--- src/rtl/lag_flash_gen.sv ---
// lag_flash_gen: pixel stage behind the CRTC timing generator. It draws a
// white flash box and measures the time, in clk cycles, from the first box
// pixel leaving this block to a rising edge on the light sensor.
module lag_flash_gen #(
  parameter logic [31:0] MAX_CYCLES     = 32'd50_000_000,
  parameter int unsigned TIMEOUT_FRAMES = 4,
  parameter logic        SENSOR_ACTIVE  = 1'b1
) (
  input  logic        clk,
  input  logic        reset_n,
  input  logic        ce_pixel,
  input  logic [11:0] hcnt,
  input  logic [11:0] vcnt,
  input  logic        hblank,
  input  logic        vblank,
  input  logic        hsync,
  input  logic        vsync,
  input  logic [1:0]  wr,
  input  logic [3:0]  address,
  input  logic [15:0] din,
  output logic [15:0] dout,
  input  logic        sensor,
  output logic [23:0] rgb,
  output logic        hblank_o,
  output logic        vblank_o,
  output logic        hsync_o,
  output logic        vsync_o,
  output logic        busy
);

  typedef enum logic [2:0] {
    S_IDLE    = 3'd0,
    S_ARM     = 3'd1,
    S_FLASH   = 3'd2,
    S_MEASURE = 3'd3,
    S_DONE    = 3'd4
  } state_t;

  localparam logic [15:0] TO_FRAMES = 16'(TIMEOUT_FRAMES);

  state_t      state, state_nx;
  logic [31:0] result, result_nx;
  logic        done, done_nx;
  logic        timeout, timeout_nx;
  logic [15:0] frm_cnt, frm_nx;

  logic [11:0] box_x, box_y, box_w, box_h;
  logic        sens_meta, sens_sync, sens_prev;
  logic        hit;
  logic        ctrl_wr, start, abort;
  logic [12:0] x_end, y_end;
  logic        inbox, frame_start, draw_en, white_px;
  logic        unused_din;

  assign unused_din = ^din[15:12];

  assign ctrl_wr = wr[0] && (address == 4'd0);
  assign abort   = ctrl_wr && din[1];
  assign start   = ctrl_wr && din[0] && !din[1];

  // Box geometry registers, byte-lane writable, only [11:0] stored.
  always_ff @(posedge clk or negedge reset_n) begin
    if (!reset_n) begin
      box_x <= '0;
      box_y <= '0;
      box_w <= '0;
      box_h <= '0;
    end else begin
      if (wr[0]) begin
        case (address)
          4'd1: box_x[7:0] <= din[7:0];
          4'd2: box_y[7:0] <= din[7:0];
          4'd3: box_w[7:0] <= din[7:0];
          4'd4: box_h[7:0] <= din[7:0];
          default: ;
        endcase
      end
      if (wr[1]) begin
        case (address)
          4'd1: box_x[11:8] <= din[11:8];
          4'd2: box_y[11:8] <= din[11:8];
          4'd3: box_w[11:8] <= din[11:8];
          4'd4: box_h[11:8] <= din[11:8];
          default: ;
        endcase
      end
    end
  end

  // Two-flop sensor synchroniser plus a history flop for edge detection.
  always_ff @(posedge clk or negedge reset_n) begin
    if (!reset_n) begin
      sens_meta <= ~SENSOR_ACTIVE;
      sens_sync <= ~SENSOR_ACTIVE;
      sens_prev <= ~SENSOR_ACTIVE;
    end else begin
      sens_meta <= sensor;
      sens_sync <= sens_meta;
      sens_prev <= sens_sync;
    end
  end

  assign hit = (sens_sync == SENSOR_ACTIVE) && (sens_prev != SENSOR_ACTIVE);

  // Box bounds summed in 13 bits so X+W never wraps back into the screen.
  assign x_end       = {1'b0, box_x} + {1'b0, box_w};
  assign y_end       = {1'b0, box_y} + {1'b0, box_h};
  assign inbox       = !hblank && !vblank &&
                       (hcnt >= box_x) && ({1'b0, hcnt} < x_end) &&
                       (vcnt >= box_y) && ({1'b0, vcnt} < y_end);
  assign frame_start = ce_pixel && (hcnt == 12'd0) && (vcnt == 12'd0);
  // The box appears from the arming frame_start pixel itself.
  assign draw_en     = (state == S_FLASH) || (state == S_MEASURE) ||
                       ((state == S_ARM) && frame_start);
  assign white_px    = ce_pixel && draw_en && inbox;

  // Pixel pipe: one ce_pixel of latency, outputs hold between enables.
  always_ff @(posedge clk or negedge reset_n) begin
    if (!reset_n) begin
      rgb      <= '0;
      hblank_o <= 1'b0;
      vblank_o <= 1'b0;
      hsync_o  <= 1'b0;
      vsync_o  <= 1'b0;
    end else if (ce_pixel) begin
      rgb      <= white_px ? '1 : '0;
      hblank_o <= hblank;
      vblank_o <= vblank;
      hsync_o  <= hsync;
      vsync_o  <= vsync;
    end
  end

  // FSM and measurement state registers.
  always_ff @(posedge clk or negedge reset_n) begin
    if (!reset_n) begin
      state   <= S_IDLE;
      result  <= '0;
      done    <= 1'b0;
      timeout <= 1'b0;
      frm_cnt <= '0;
    end else begin
      state   <= state_nx;
      result  <= result_nx;
      done    <= done_nx;
      timeout <= timeout_nx;
      frm_cnt <= frm_nx;
    end
  end

  // Next-state logic; ABORT overrides everything, START only from IDLE/DONE.
  always_comb begin
    state_nx   = state;
    result_nx  = result;
    done_nx    = done;
    timeout_nx = timeout;
    frm_nx     = frm_cnt;
    if (abort) begin
      state_nx   = S_IDLE;
      done_nx    = 1'b0;
      timeout_nx = 1'b0;
    end else begin
      case (state)
        S_IDLE, S_DONE: begin
          if (start) begin
            state_nx   = S_ARM;
            result_nx  = '0;
            done_nx    = 1'b0;
            timeout_nx = 1'b0;
            frm_nx     = '0;
          end
        end
        S_ARM: begin
          // A box pixel on the arming pixel already counts as the flash.
          if (frame_start) begin
            state_nx  = white_px ? S_MEASURE : S_FLASH;
            result_nx = '0;
          end
        end
        S_FLASH: begin
          if (white_px) begin
            state_nx  = S_MEASURE;
            result_nx = '0;
          end else if (frame_start) begin
            if ((frm_cnt + 16'd1) == TO_FRAMES) begin
              state_nx   = S_DONE;
              done_nx    = 1'b1;
              timeout_nx = 1'b1;
              result_nx  = '0;
            end else begin
              frm_nx = frm_cnt + 16'd1;
            end
          end
        end
        S_MEASURE: begin
          result_nx = result + 32'd1;
          if (hit) begin
            state_nx = S_DONE;
            done_nx  = 1'b1;
          end else if ((result + 32'd1) == MAX_CYCLES) begin
            state_nx   = S_DONE;
            done_nx    = 1'b1;
            timeout_nx = 1'b1;
          end
        end
        default: state_nx = S_IDLE;
      endcase
    end
  end

  assign busy = (state != S_IDLE) && (state != S_DONE);

  // Register read mux.
  always_comb begin
    dout = '0;
    case (address)
      4'd1: dout = {4'h0, box_x};
      4'd2: dout = {4'h0, box_y};
      4'd3: dout = {4'h0, box_w};
      4'd4: dout = {4'h0, box_h};
      4'd5: dout = {10'd0, timeout, done, 1'b0, state};
      4'd6: dout = result[15:0];
      4'd7: dout = result[31:16];
      default: dout = '0;
    endcase
  end

endmodule

--- config.mk ---
export PLATFORM = sky130hd
export DESIGN_NAME = lag_flash_gen
export DESIGN_NICKNAME = d
export VERILOG_FILES = /design/src/rtl/lag_flash_gen.sv
export SDC_FILE = /design/constraint.sdc
export NUM_CORES = 1
export LEC_CHECK = 0
export ABC_AREA = 1
export CAP_MARGIN = 5
export CORE_MARGIN = 4
export CORE_UTILIZATION = 55
export DETAILED_ROUTE_END_ITERATION = 10
export PLACE_DENSITY = 0.89
export SYNTH_ARGS = -nofsm -noshare
export SYNTH_HDL_FRONTEND = slang
export SYNTH_SLANG_ARGS = --single-unit
--- constraint.sdc ---
create_clock -name clk -period 4.2 [get_ports clk]
set_clock_uncertainty 0.05 [all_clocks]
set_input_delay 1.05 -clock clk [delete_from_list [all_inputs] [get_ports clk]]
set_output_delay 1.05 -clock clk [all_outputs]
set_load 0.005 [all_outputs]
==> metrics.txt, run 1 <==
VDD IR max 0.000343 V; Slew Viols, Final 0; Tightest Hold Check Type flop to flop; Clock Path Buffers 2; Reg2Reg Depth 22; commonest non-fill, non-tap cell in the layout nand2_1; via count around 9k; hold endpoint sens_sync; WP data arrival ~3000 ps; hpwl dp approximately 20000 um; total power 4.10 mW; Mapped Avg Cell Area around 7 sq um; first-pass iteration count of the detailed router 6; Port-buffer cells 94; GR Layer Usage met1 38.1%; net count after synthesis approximately 1.4k; Tcrit/Tclk final a little over nine tenths; layout cell share with drive strength beyond 1 about 11%; Crit Reg-Reg Endpoint result[12]; critical path peak fanout 10; met3 Use GR 5.26%; Routed Antenna Nets 0; TritonCTS Buffers 9; max-cap violations 0; initial antenna violation count 0; first-pass GRT wire length about 40000 um; gpl congestion ~0.99; Syn Inst Count roughly 1.3k; Area Growth Syn to Fin 16.3%; crit path kind input pin to output port; sequential area share after synthesis 30.1%; synthesized cell area around 0.009 sq mm; Ys Warns 0; FF-to-FF setup slack around 230 ps; number of global-route vias before repair 8278; Post-route DRC 0; Routed wire per std cell roughly 16 um; CTS tree yes; Routed WL around 26000 um; Startpoint Class input pin; FF-to-FF Start box_h[2]; H-tree depth 3; final net count about 1.5k; Max Fclk approximately 240 MHz; synthesized flop and latch total around 110; # diodes 0; Post-synth EDFFs 0; I/O pin total 99; Fillers about 1.4k; clk_lat worst skew between 300 and 400 ps; Starting Density 56.7%; final hold vios 0; hold path depth 0; Netlist cell types 43; area occupied by multi-input gates 0.00551 sq mm; final core utilization between 60% and 70%; DRT iter0 DRCs about 910; clock slew at reported path FFs 70 ps; largest net degree at the start of global routing just over 60; grt met2 use a little under half; total track usage between 20% and 30%; hold path start sens_meta; most frequent cells in the layout 378 x nand2_1, 156 x nor2_1, 139 x inv_1, 109 x dfrtp_1, 88 x clkdlybuf4s50_1; remaining global-route overflow 0; Worst EP required roughly 3100 ps; run status completed; CTS sink count 109; Most Crowded Layer GR met2; row cnt 46; Static Leak between 4 and 5 nW; P per Cell Area 389 mW/mm^2; minimum clock period ~4100 ps; Synth Flop Type dfrtp_1; Async SR Flop Fraction between 90% and 100%; Die Y 136 um; hold buffers post-CTS 0; Die X approximately 140 um; setup violators final 0; type of destination of the critical path output port; Register Area approximately 0.0027 sq mm; worst slew pin tran ~800 ps; Core ar. approximately 0.016 sq mm; Root Buffer clkbuf_16; Die Area around 0.019 sq mm; DR vias/cell approximately 5.6; Rel. slew slack between 40 and 50%; postcts setup bufs 0
-- flip-flops by register name, indices dropped and copies added, names as in the netlist, 3 cells and up --
| name | flops |
|---|---|
| box_w | 12 |
| box_y | 12 |
| box_x | 12 |
| state | 3 |
| frm_cnt | 16 |
| result | 32 |
| box_h | 12 |
-- kinds of logic after synthesis --
group	synth area share [%]
flops	30.1
compound gates	14.3
buf+inv	9.68
xor+xnor	3.28
fa+ha+maj	10.5
simple gates	32.2
-- cells in the mapped netlist, types with 5 or more instances --
cell type    n  area share (%)
nand3_2      5            0.55
nand2_1    379              16
buf_4       24             2.0
a21oi_1     51             2.8
nand3_1     53             2.9
xnor2_1      7            0.68
or2_2       11            0.76
o22ai_1     12            0.83
o21ai_2     32             3.1
nand2_2     35             2.4
clkbuf_1    11            0.46
dfrtp_1    109              30
inv_1      139             5.8
nor2_2       9            0.62
nand4_1     16             1.1
a221oi_1    10            0.97
ha_1        73              10
nor4_1       5            0.34
o2111ai_1    5            0.48
nor2_1     160             6.6
xor2_1      27             2.6
o21ai_0     79             4.4
-- area by class of cell --
class	count	area share, %
sequential	109	25.8
tap	216	2.56
timing repair buffer	122	11.4
clock buffer	12	2.43
multi-input combinational	1006	52.2
clock inverter	4	0.285
inverter	144	5.25
-- how the worst max path moves through the flow --
stage                     depth (start not counted)  slack [ps]        end        from
after floorplan                                  22         900  result[5]    box_y[2]
after global placement                            8         -80    dout[0]  address[2]
after detailed placement                          8         -80    dout[0]  address[2]
after CTS                                         8          10    dout[4]  address[3]
after global routing                             10          -6    dout[3]  address[2]
final                                             8          70    dout[5]  address[1]
-- repair_timing --
| action | CTS | global route |
|---|---|---|
| setup endpoints to repair | 11 | 59 |
| gates resized for setup | 3 | 17 |
| pin swaps | 0 | 3 |
-- where the power goes --
group | internal, mW | switching [mW]
Sequential | 1.18 | 0.165
Clock | 0.439 | 0.414
Combinational | 0.690 | 1.21
-- routing by layer --
| layer | wire length (um) | share of wire (%) |
|---|---|---|
| met1 | 11100 | 43 |
| met2 | 11900 | 46 |
| met3 | 2250 | 8.6 |
| met4 | 729 | 2.8 |
| met5 | 0 | 0 |
-- critical path: stages --
cell             delay, ps
clkdlybuf4s50_1        570
inv_1                   80
nor2_2                 150
nand2_2                190
o22ai_1                280
a221oi_1                90
nand2_1                110
clkdlybuf4s50_1        520
-- metrics by stage --
step | cell area (sq um) | std cells | hold slack [ps] | setup slack, ps | TNS (ps)
2_1_floorplan | 9070 | 1302 | 281 | 901 | 0
3_3_place_gp | 10200 | 1597 | 285 | -76.9 | -214
3_5_place_dp | 10200 | 1597 | 293 | -82.5 | -333
4_1_cts | 10500 | 1613 | 310 | 9.81 | 0
5_1_grt | 10600 | 1613 | 315 | -6.35 | -9.69
6_report | 10600 | 1613 | 304 | 67.8 | 0
Power figures use the tool's default switching activity.
==> run 2: changes to the inputs <==
==> constraint.sdc (replaced) <==
create_clock -name clk -period 4.2 [get_ports clk]
set_clock_uncertainty 0.05 [all_clocks]
set_input_delay 0.84 -clock clk [delete_from_list [all_inputs] [get_ports clk]]
set_output_delay 0.84 -clock clk [all_outputs]
set_load 0.005 [all_outputs]
==> metrics.txt, run 2 (synthesis results as in run 1) <==
Critical path origin address[0] (was address[1]); Static Leak 4.67 nW (was 4.82 nW); Die Area 0.0186 sq mm (unchanged); number of global-route vias before repair 8336 (was 8278); CTS sink count 109 (unchanged); I/O pin total 99 (unchanged); final core utilization 65.0% (was 66.0%); most frequent cells in the layout 378 x nand2_1, 159 x nor2_1, 139 x inv_1, 109 x dfrtp_1, 93 x clkdlybuf4s50_1 (was 378 x nand2_1, 156 x nor2_1, 139 x inv_1, 109 x dfrtp_1, 88 x clkdlybuf4s50_1); row cnt 46 (unchanged); Routed wire per std cell 15.9 um (was 16.1 um); Port-buffer cells 94 (unchanged); DR vias/cell 5.57 (was 5.60); worst slew pin tran 825 ps (was 807 ps); Fillers 1426 (was 1392); Slew Viols, Final 0 (unchanged); FF-to-FF setup slack 350 ps (was 230 ps); # diodes 0 (unchanged); biggest regs result: 32 flops, frm_cnt: 16 flops (unchanged); Startpoint Class input pin (unchanged); metal3 WL 2160 um (was 2250 um); CTS tree yes (unchanged); remaining global-route overflow 0 (unchanged); Max Fclk 244 MHz (was 242 MHz); CP max-delay cell clkdlybuf4s50_1 (unchanged); Routed WL 25400 um (was 26000 um); initial antenna violation count 0 (unchanged); setup ws final 98.1 ps (was 67.8 ps); hold path depth 0 (unchanged); WP data arrival 3210 ps (was 3030 ps); layout cell share with drive strength beyond 1 9.83% (was 11.2%); clock slew at reported path FFs 80 ps (was 70 ps); clk_lat worst skew 380 ps (was 370 ps); RSZ-0062 raised after global routing no; setup violators final 0 (unchanged); Crit Reg-Reg Endpoint result[8] (was result[12]); Rel. slew slack 45.0% (was 46.2%); Met1 Wirelength 10900 um (was 11100 um); Core ar. 0.0160 sq mm (unchanged); DRT iter0 DRCs 831 (was 907); Routed Antenna Nets 0 (unchanged); Biggest register result (unchanged); critical path peak fanout 5 (was 10); P per Cell Area 394 mW/mm^2 (was 389 mW/mm^2); H-tree depth 3 (unchanged); type of destination of the critical path output port (unchanged); Top Metal Used met4 (unchanged); Clock Path Buffers 2 (unchanged); met2 WL 11500 um (was 11900 um); Setup TNS 0 ps (unchanged); critical path cell sequence clkdlybuf4s50_1 > nor2_1 > nand2_1 > o221ai_1 > a221oi_1 > o221ai_1 > clkdlybuf4s50_1 (was clkdlybuf4s50_1 > inv_1 > nor2_2 > nand2_2 > o22ai_1 > a221oi_1 > nand2_1 > clkdlybuf4s50_1); Starting Density 56.7% (unchanged); Area Growth Syn to Fin 14.7% (was 16.3%); first-pass GRT wire length 41100 um (was 41200 um); total track usage 27.8% (was 28.0%); Reg2Reg Depth 22 (unchanged); run status completed (unchanged); Worst EP required 3310 ps (was 3100 ps); gpl congestion 0.956 (was 0.989); max-cap violations 0 (unchanged); commonest non-fill, non-tap cell in the layout nand2_1 (unchanged); Post-route DRC 0 (unchanged); post-placement worst setup slack 123 ps (was -82.5 ps); Tightest Hold Check Type flop to flop (unchanged); minimum clock period 4100 ps (was 4130 ps); via count 8919 (was 9034); final net count 1508 (was 1521); worst setup path end dout[4] (was dout[5]); max FFs per register 32 (unchanged); postcts setup bufs 0 (unchanged); max incr delay on CP 620 ps (was 570 ps); first-pass iteration count of the detailed router 5 (was 6); FF-to-FF Start box_y[2] (was box_h[2]); largest net degree at the start of global routing 63 (was 61); VDD IR max 0.000404 V (was 0.000343 V); crit path kind input pin to output port (unchanged); Die X 136 um (unchanged); Tcrit/Tclk final 97.7% (was 98.4%); hpwl dp 19800 um (was 20300 um); TritonCTS Buffers 9 (unchanged); final hold vios 0 (unchanged); Root Buffer clkbuf_16 (unchanged); Die Y 136 um (unchanged)
## run 2: cell count changes in the layout (fill, tap and decap cells not counted), moves of 2 or more
cell | previous run | this run
clkbuf_8 | 2 | 0
clkinv_8 | 1 | 3
buf_12 | 3 | 1
nor2_2 | 12 | 10
nor2_1 | 156 | 159
o22ai_2 | 4 | 0
clkdlybuf4s50_1 | 88 | 93
clkinv_4 | 0 | 2
buf_4 | 25 | 14
clkinv_2 | 2 | 0
dlymetal6s2s_1 | 5 | 0
o22ai_1 | 8 | 12
## run 2: critical path, delay by kind of cell
kind | cells | cell delay, ps
and+or+nand+nor | 2 | 390
AOI/OAI and AO/OA | 3 | 860
buffers and inverters | 2 | 1120
## run 2: routing by layer
metal | GRT usage, % | vias to the layer above
met5 | 0 | -
met4 | 11.0 | 0
met3 | 5.33 | 65
met2 | 44.4 | 425
met1 | 37.4 | 4067
li1 | - | 4362
## run 2: final cells by class
| class | count | area, sq um | area share [%] |
|---|---|---|---|
| clock buffers | 9 | 225 | 2.16 |
| flip-flops and latches | 109 | 2730 | 26.2 |
| well taps | 216 | 270 | 2.60 |
| inverters | 144 | 557 | 5.35 |
| repair buffers | 109 | 1070 | 10.3 |
| multi-input cells | 1006 | 5470 | 52.6 |
| clock inverters | 7 | 82.6 | 0.794 |
## run 2: through the flow
step           instances  total power, mW  hold slack, ps  instance area [sq um]
2_1_floorplan       1302             2.81             281                   9070
3_3_place_gp        1584             3.11             285                  10100
3_5_place_dp        1584             3.18             295                  10100
4_1_cts             1600             4.06             314                  10400
5_1_grt             1600             4.42             319                  10400
6_report            1600             4.10             312                  10400
## run 2: how the worst min path moves through the flow
stage | startpoint | to | slack (ps)
2_1_floorplan | sens_meta | sens_sync | 280
3_3_place_gp | sens_meta | sens_sync | 290
3_5_place_dp | sens_meta | sens_sync | 300
4_1_cts | sens_meta | sens_sync | 310
5_1_grt | sens_meta | sens_sync | 320
6_report | sens_meta | sens_sync | 310
## run 2: repair_timing
action,in CTS,in global routing
hold endpoints to repair,0,0
gates resized for setup,0,6
endpoints found under the setup margin,0,55
hold buffers,0,0
## run 2: where the power goes
group          total (mW)  internal, mW  switching [mW]  leakage [nW]
Clock               0.886         0.423           0.463         0.144
Combinational        1.87         0.672            1.20          3.09
Sequential           1.35          1.18           0.164          1.44
